## config.mk

```make
export PLATFORM = sky130hd
export DESIGN_NAME = stk_pipe_rsp
export DESIGN_NICKNAME = d
export VERILOG_FILES = /design/src/rtl/stk_pipe_rsp.sv
export SDC_FILE = /design/constraint.sdc
export NUM_CORES = 1
export LEC_CHECK = 0
export BUFFER_PORTS_ARGS = -buffer_cell sky130_fd_sc_hd__buf_2
export CORE_UTILIZATION = 30
export DETAILED_ROUTE_END_ITERATION = 10
export PLACE_DENSITY = 0.55
export SYNTH_ARGS = -nofsm -noshare
export SYNTH_HDL_FRONTEND = slang
export SYNTH_HIERARCHICAL = 1
export SYNTH_SLANG_ARGS = --single-unit
```

## constraint.sdc

```tcl
create_clock -name clk -period 15.4 [get_ports clk]
set_input_delay 4.62 -clock clk [delete_from_list [all_inputs] [get_ports clk]]
set_output_delay 4.62 -clock clk [all_outputs]
set_load 0.03 [all_outputs]
```

## src/rtl/stk_pipe_rsp.sv

```systemverilog
// Response stage of the stack pipeline: captures WB results into per-engine slots,
// hands them to engines on valid/ack, and pulses AD to clear the engine's active bit.

module stk_rsp_slot #(
  parameter int                   OPCODE_W = 2,
  parameter int                   DAT_W    = 128,
  parameter logic [OPCODE_W-1:0]  OP_NOP   = '0,
  parameter logic [OPCODE_W-1:0]  OP_POP   = OPCODE_W'(2)
)(
  input  logic                clk,
  input  logic                rst,
  input  logic                wb_sel,
  input  logic [OPCODE_W-1:0] wb_opcode,
  input  logic [1:0]          wb_status,
  input  logic [DAT_W-1:0]    wb_dat,
  input  logic                ack,
  output logic                vld,
  output logic [OPCODE_W-1:0] opcode,
  output logic [1:0]          status,
  output logic [DAT_W-1:0]    dat,
  output logic                ad_pulse,
  output logic                inc,
  output logic                dec,
  output logic                ovf
);
  typedef enum logic {IDLE, PEND} state_t;
  state_t state;

  logic pend, ack_v, load;

  assign pend     = (state == PEND);
  assign vld      = pend;
  assign ack_v    = pend & ack;
  // A WB may land in an idle slot or in one being acked this same cycle
  assign load     = wb_sel & (~pend | ack);
  assign ad_pulse = ack_v & ~rst;
  assign inc      = load & ~pend;
  assign dec      = ack_v & ~load;
  assign ovf      = wb_sel & pend & ~ack;

  always_ff @(posedge clk) begin
    if (rst) begin
      state  <= IDLE;
      opcode <= OP_NOP;
      status <= 2'd0;
      dat    <= '0;
    end else if (load) begin
      state  <= PEND;
      opcode <= wb_opcode;
      status <= wb_status;
      dat    <= (wb_opcode == OP_POP && wb_status == 2'd0) ? wb_dat : '0;
    end else if (ack_v) begin
      state  <= IDLE;
    end
  end
endmodule

module stk_pipe_rsp #(
  parameter int                   ENGS_N   = 4,
  parameter int                   DAT_W    = 128,
  parameter int                   OPCODE_W = 2,
  parameter logic [OPCODE_W-1:0]  OP_NOP   = '0,
  parameter logic [OPCODE_W-1:0]  OP_POP   = OPCODE_W'(2),
  localparam int                  ENGID_W  = (ENGS_N > 1) ? $clog2(ENGS_N) : 1
)(
  input  logic                             clk,
  input  logic                             rst,
  input  logic                             i_wb_vld,
  input  logic [ENGID_W-1:0]               i_wb_engid,
  input  logic [OPCODE_W-1:0]              i_wb_opcode,
  input  logic [1:0]                       i_wb_status,
  input  logic [DAT_W-1:0]                 i_wb_dat,
  output logic [ENGS_N-1:0]                o_rsp_vld,
  output logic [ENGS_N-1:0][OPCODE_W-1:0]  o_rsp_opcode,
  output logic [ENGS_N-1:0][1:0]           o_rsp_status,
  output logic [ENGS_N-1:0][DAT_W-1:0]     o_rsp_dat,
  input  logic [ENGS_N-1:0]                i_rsp_ack,
  output logic [ENGS_N-1:0]                o_ad_rsp_vld,
  output logic [ENGID_W:0]                 o_pend_cnt,
  output logic                             o_err_ovf,
  output logic                             o_err_op
);
  localparam int CNT_W = ENGID_W + 1;

  logic              op_ok;
  logic [ENGS_N-1:0] wb_sel, inc, dec, ovf;
  logic [CNT_W-1:0]  cnt_nxt;

  assign op_ok = i_wb_vld & (i_wb_opcode != OP_NOP) & (i_wb_status != 2'd3);

  for (genvar e = 0; e < ENGS_N; e++) begin : g_slot
    assign wb_sel[e] = op_ok & (i_wb_engid == ENGID_W'(e));

    stk_rsp_slot #(
      .OPCODE_W (OPCODE_W),
      .DAT_W    (DAT_W),
      .OP_NOP   (OP_NOP),
      .OP_POP   (OP_POP)
    ) u_slot (
      .clk       (clk),
      .rst       (rst),
      .wb_sel    (wb_sel[e]),
      .wb_opcode (i_wb_opcode),
      .wb_status (i_wb_status),
      .wb_dat    (i_wb_dat),
      .ack       (i_rsp_ack[e]),
      .vld       (o_rsp_vld[e]),
      .opcode    (o_rsp_opcode[e]),
      .status    (o_rsp_status[e]),
      .dat       (o_rsp_dat[e]),
      .ad_pulse  (o_ad_rsp_vld[e]),
      .inc       (inc[e]),
      .dec       (dec[e]),
      .ovf       (ovf[e])
    );
  end

  // inc/dec are exclusive per slot, so the count stays within 0..ENGS_N
  always_comb begin
    cnt_nxt = o_pend_cnt;
    for (int e = 0; e < ENGS_N; e++) begin
      if (inc[e]) cnt_nxt = cnt_nxt + CNT_W'(1);
      if (dec[e]) cnt_nxt = cnt_nxt - CNT_W'(1);
    end
  end

  always_ff @(posedge clk) begin
    if (rst) begin
      o_pend_cnt <= '0;
      o_err_ovf  <= 1'b0;
      o_err_op   <= 1'b0;
    end else begin
      o_pend_cnt <= cnt_nxt;
      if (|ovf)                o_err_ovf <= 1'b1;
      if (i_wb_vld & ~op_ok)   o_err_op  <= 1'b1;
    end
  end
endmodule
```

* After elaboration in Yosys (flattened, before gate mapping)
Cells that the tools add are included.
** Storage, ports and cells
- Register bits after elaboration :: 537
- Output and inout bits :: 541
- Word-level logic and storage cells :: 111
** Cells by class
- Add/sub/neg operators :: 8
- Equal/unequal tests :: 5
- Muxes and demuxes :: 17
- Bitwise logic cells :: 53
- Reductions and logical operators :: 9
** Operator list (number)
- two-way mux 128 bit :: 1
- bitwise AND 1 bit :: 35
- two-way mux 3 bit :: 8
- NOT 1 bit :: 14
- adder 3 x 1 -> 3 bit, second input constant :: 4
- subtractor 3 x 1 -> 3 bit, second input constant :: 4
- nonzero test 2 bit :: 5
- two-way mux 1 bit :: 8
- equality test 2 bit, second input constant :: 3
- zero test 2 bit :: 2
- bitwise OR 1 bit :: 4
- OR reduction 4 bit :: 1
- equality test 2 x 1 -> 1 bit, second input constant :: 1
- != test 2 bit, second input constant :: 1
- logical AND 1 bit :: 1

* Logic depth before layout (Yosys ltp)
- Depth in word-level cells :: 21
- Depth in mapped cells :: 28
- Mapped depth without buffers :: 26

* Cells and area by module
The synthesis kept the hierarchy.
** Modules (own cells, without submodules)
- stk_rsp_slot :: times used 4, cells each 598, area an instance 5775.5 µm², sequential area each 2662.6 µm²
- stk_pipe_rsp :: times used 1, cells each 97, area an instance 783.3 µm², sequential area each 100.1 µm²

* Worst setup path before layout
OpenSTA, ideal clock, no wires.
- Path kind :: in2out
- Start :: input rst
- End :: output o_ad_rsp_vld[0]
- Arrival :: 5.699 ns
- Setup slack :: 5.081 ns
- Cell stages on the path :: 5
- Path buffers :: 4
- Cell sequence :: buf_2 > buf_2 > clkbuf_1 > buf_2 > nor2_1
** On the way
- Cells in the longest elaborated chain, start to end :: 2
** Ends and longest elaborated chain
- start, declared :: RTL line 67 : input logic rst,
- NOT 1 bit :: RTL line 36 : assign ad_pulse = ack_v & ~rst;
- bitwise AND 1 bit :: RTL line 36
- end, declared :: RTL line 78 : output logic [ENGS_N-1:0] o_ad_rsp_vld,
No other way between the ends.

* Worst setup path after layout
- Start :: input rst
- End :: output o_ad_rsp_vld[3]
The elaborated chain is that of the path after synthesis.

==> results.py <==
metrics = {
    "clock_network": {
        "tritoncts_num_sinks": 537,
        "numCtsBuffers": 61,
        "post_cts.resized_instances": 0,
        "tritoncts": "built",
        "clkLatencyLatePin_ps": 620,
        "cts.htree.levels": 2,
        "cts-root-buf": "sky130_fd_sc_hd__clkbuf_16",
        "cts.hold.buffers_added": 0,
        "cts.path.max_buffers": 3,
        "postCtsSetupBuffers": 0,
        "clock_pin_slew_reported_for_the_worst_setup_and_hold_paths_after_clock_tree_synthesis_ps": 60,
    },
    "die": {
        "die_height_um": 284,
        "row_count": 103,
        "die_x_um": 284,
        "start_util": 0.303,
        "die_area_um2": 80700,
        "io_pins": 682,
        "coreArea_um2": 78900,
    },
    "routing": {
        "drtPass1Iterations": 5,
        "wl_um": 80300,
        "route.antenna.remaining_nets": 0,
        "route.detailed.wl_per_inst_um": 19.5,
        "routed_via_density": 4.77,
        "vias": 19700,
        "drt-initial-drc-count": 1267,
        "drc": 0,
    },
    "synth": {
        "yosys_register_bits": 537,
        "syn_avg_cell_area_um2": 9.60,
        "synth_area_leaders": "sky130_fd_sc_hd__dfxtp_1 (45%), sky130_fd_sc_hd__nand2b_1 (13%), sky130_fd_sc_hd__o32ai_1 (13%), sky130_fd_sc_hd__o32ai_2 (11%), sky130_fd_sc_hd__inv_1 (8.0%)",
        "synth_cells": 2489,
        "ys_warn_count": 6,
        "synth_sequential_area_ratio": 0.450,
        "postSynth.asyncResetShare": 0,
        "synth_top_flop_cell": "sky130_fd_sc_hd__dfxtp_1",
        "most_repeated_cell_in_the_gate_level_netlist_after_synthesis": "sky130_fd_sc_hd__dfxtp_1",
        "netlist_top_cells_count": "sky130_fd_sc_hd__dfxtp_1 (537), sky130_fd_sc_hd__inv_1 (511), sky130_fd_sc_hd__nand2b_1 (509), sky130_fd_sc_hd__o32ai_1 (344), sky130_fd_sc_hd__o32ai_2 (160)",
        "synth_top_area_cell": "sky130_fd_sc_hd__dfxtp_1",
        "synthDistinctLibCells": 45,
        "synth_top_area_frac": 0.450,
        "synth_fp_nets": 2637,
        "synth_area_um2": 23900,
        "synth_edf_count": 0,
    },
    "finish": {
        "finish.utilization": 0.379,
        "non_filler_cells_final": 4125,
        "drive_gt1_frac": 0.323,
        "area.sequential_um2": 10800,
        "flow.area_growth_from_synthesis_pct": 25.3,
        "multi_input_area_um2": 10100,
        "num-fill-cells": 8115,
        "finish.net_count": 3173,
    },
    "place": {
        "placed_cells": 4012,
        "io_buffers": 681,
        "globalplace.congestion": 0.812,
        "post-dp-hpwl_um": 53500,
    },
    "timing": {
        "rsz_0062_raised_after_global_routing": "no",
        "fin_skew_ps": 15.3,
        "post-route-period-util": 0.702,
        "report.final.hold_viol_count": 0,
        "timing.final.max_slew_violations": 0,
        "setup-violations-final": 0,
        "maxClockFrequency_ghz": 0.0925,
        "worst_relative_slew_slack": 0.227,
        "setup-tns-final_ps": 0,
        "max_slew.worst_pin.slew_ps": 1160,
        "period_needed_ps": 10810,
    },
    "setup_path": {
        "worst_case_register_to_register_setup_slack_ps": 10480,
        "worstSetupStartpoint": "rst",
        "cp-start-kind": "primary input",
        "critical_path.reg2reg.endpoint": "o_pend_cnt[2]$_SDFF_PP0_",
        "crit_path_end_kind": "output pin",
        "critical_path_class": "primary input to output pin",
        "timing.reg2reg.worst_path_depth": 22,
        "critical_path_required_ps": 10780,
        "critical_path.max_fanout": 242,
        "reg2reg_from": "g_slot[0].u_slot/vld$_SDFFE_PP0P_",
        "cp.arrival_ps": 6190,
    },
    "global_routing": {
        "groute.usage.overall": 0.189,
        "grt.overflow.total": 0,
        "antenna_found_initial": 3,
        "met3_usage": 0.0454,
        "grt_use_met1": 0.252,
        "grt_busiest_layer": "met2",
        "grtUsageMet2": 0.307,
        "pin_count_of_the_biggest_net_entering_global_routing": 252,
        "grt_first_pass_wirelength_um": 121000,
        "first_global_vias": 18600,
    },
    "power": {
        "total_leakage_power_nw": 13.7,
        "p_total_mw": 3.20,
        "vdd_drop_max_mv": 0.0976,
        "power_density_nw_per_um2": 107,
    },
    "outcome": {
        "outcome": "finished clean",
    },
    "worst_hold_path": {
        "min_path_type": "register to register",
        "holdCritStartpoint": "g_slot[2].u_slot/dat[14]$_SDFFE_PP0P_",
        "hold_depth": 2,
        "min_to": "g_slot[2].u_slot/dat[14]$_SDFFE_PP0P_",
    },
    "run": {
        "max_cap_viol_count": 0,
    },
}
-- critical path, stage by stage --
cell and delay, ps:
sky130_fd_sc_hd__buf_8 400, sky130_fd_sc_hd__buf_12 700, sky130_fd_sc_hd__nor2_1 150, sky130_fd_sc_hd__buf_2 230
-- cell families (layout without fill, tap and decap cells) --
logic type,count (synthesis),count (layout),synth area share
XOR/XNOR,18,18,0.00864
AND/OR/NAND/NOR,603,603,0.157
flip-flops,537,537,0.450
AO/OA/AOI/OAI,575,575,0.251
other,0,3,0
buffers and inverters,746,1329,0.128
multiplexers,3,3,0.00136
adder cells (fa/ha/maj),7,7,0.00367
-- registers in the layout, summed over array words and instances (netlist names) --
register              count
g_slot.u_slot/vld         4
g_slot.u_slot/dat       512
g_slot.u_slot/status      8
g_slot.u_slot/opcode      8
o_err_op                  1
o_err_ovf                 1
o_pend_cnt                3
-- worst max path at each step --
| stage | endpoint | slack (ps) | cells past startpoint |
|---|---|---|---|
| floorplan | o_ad_rsp_vld[0] | 5080 | 5 |
| global placement | o_ad_rsp_vld[1] | 4500 | 4 |
| detailed placement | o_ad_rsp_vld[3] | 4450 | 4 |
| CTS | o_ad_rsp_vld[3] | 4450 | 4 |
| global route | o_ad_rsp_vld[3] | 4380 | 4 |
| finish | o_ad_rsp_vld[3] | 4590 | 4 |
-- where the power goes --
group	switching, mW	leakage [nW]	internal (mW)
Sequential	0.00558	4.33	1.40
Combinational	0.157	8.28	0.0787
Clock	0.604	1.07	0.959
Total	0.767	13.7	2.43
-- per-stage QoR --
step | hold WS (ps) | instance area (um2) | worst slack, ps
2_1_floorplan | 603 | 23900 | 5080
3_5_place_dp | 466 | 27800 | 4450
6_report | 472 | 29900 | 4590
3_3_place_gp | 459 | 27800 | 4500
5_1_grt | 492 | 29900 | 4380
4_1_cts | 474 | 29900 | 4450
-- cell usage in the layout, fill, tap and decap left out, types with 7 or more instances in the layout --
master | synthesis | routed
sky130_fd_sc_hd__a21oi_1 | 32 | 32
sky130_fd_sc_hd__buf_2 | 40 | 680
sky130_fd_sc_hd__buf_4 | 22 | 20
sky130_fd_sc_hd__bufinv_16 | 0 | 9
sky130_fd_sc_hd__clkbuf_1 | 152 | 9
sky130_fd_sc_hd__clkbuf_16 | 0 | 62
sky130_fd_sc_hd__clkbuf_8 | 0 | 16
sky130_fd_sc_hd__clkinv_2 | 0 | 11
sky130_fd_sc_hd__dfxtp_1 | 537 | 537
sky130_fd_sc_hd__ha_1 | 7 | 7
sky130_fd_sc_hd__inv_1 | 511 | 511
sky130_fd_sc_hd__nand2_1 | 17 | 17
sky130_fd_sc_hd__nand2b_1 | 509 | 509
sky130_fd_sc_hd__nand3_1 | 16 | 16
sky130_fd_sc_hd__nand4_1 | 8 | 8
sky130_fd_sc_hd__nor2_1 | 25 | 25
sky130_fd_sc_hd__o21ai_0 | 28 | 28
sky130_fd_sc_hd__o32ai_1 | 344 | 344
sky130_fd_sc_hd__o32ai_2 | 160 | 160
sky130_fd_sc_hd__xnor2_1 | 9 | 9
-- per-layer routing --
layer | up-vias | part of all wire
met2 | 584 | 0.46
met3 | 102 | 0.070
li1 | 9593 | -
met5 | - | 0
met4 | 0 | 0.022
met1 | 9400 | 0.44
-- final cells by class --
cell class,instances,share of cell area
sequential,537,0.359
timing repair buffer,704,0.121
clock inverter,23,0.0120
tap,1050,0.0439
multi-input combinational,1206,0.338
antenna,3,0.000251
clock buffer,87,0.0603
inverter,515,0.0646
Note: power is estimated with default switching activity, not from simulation.
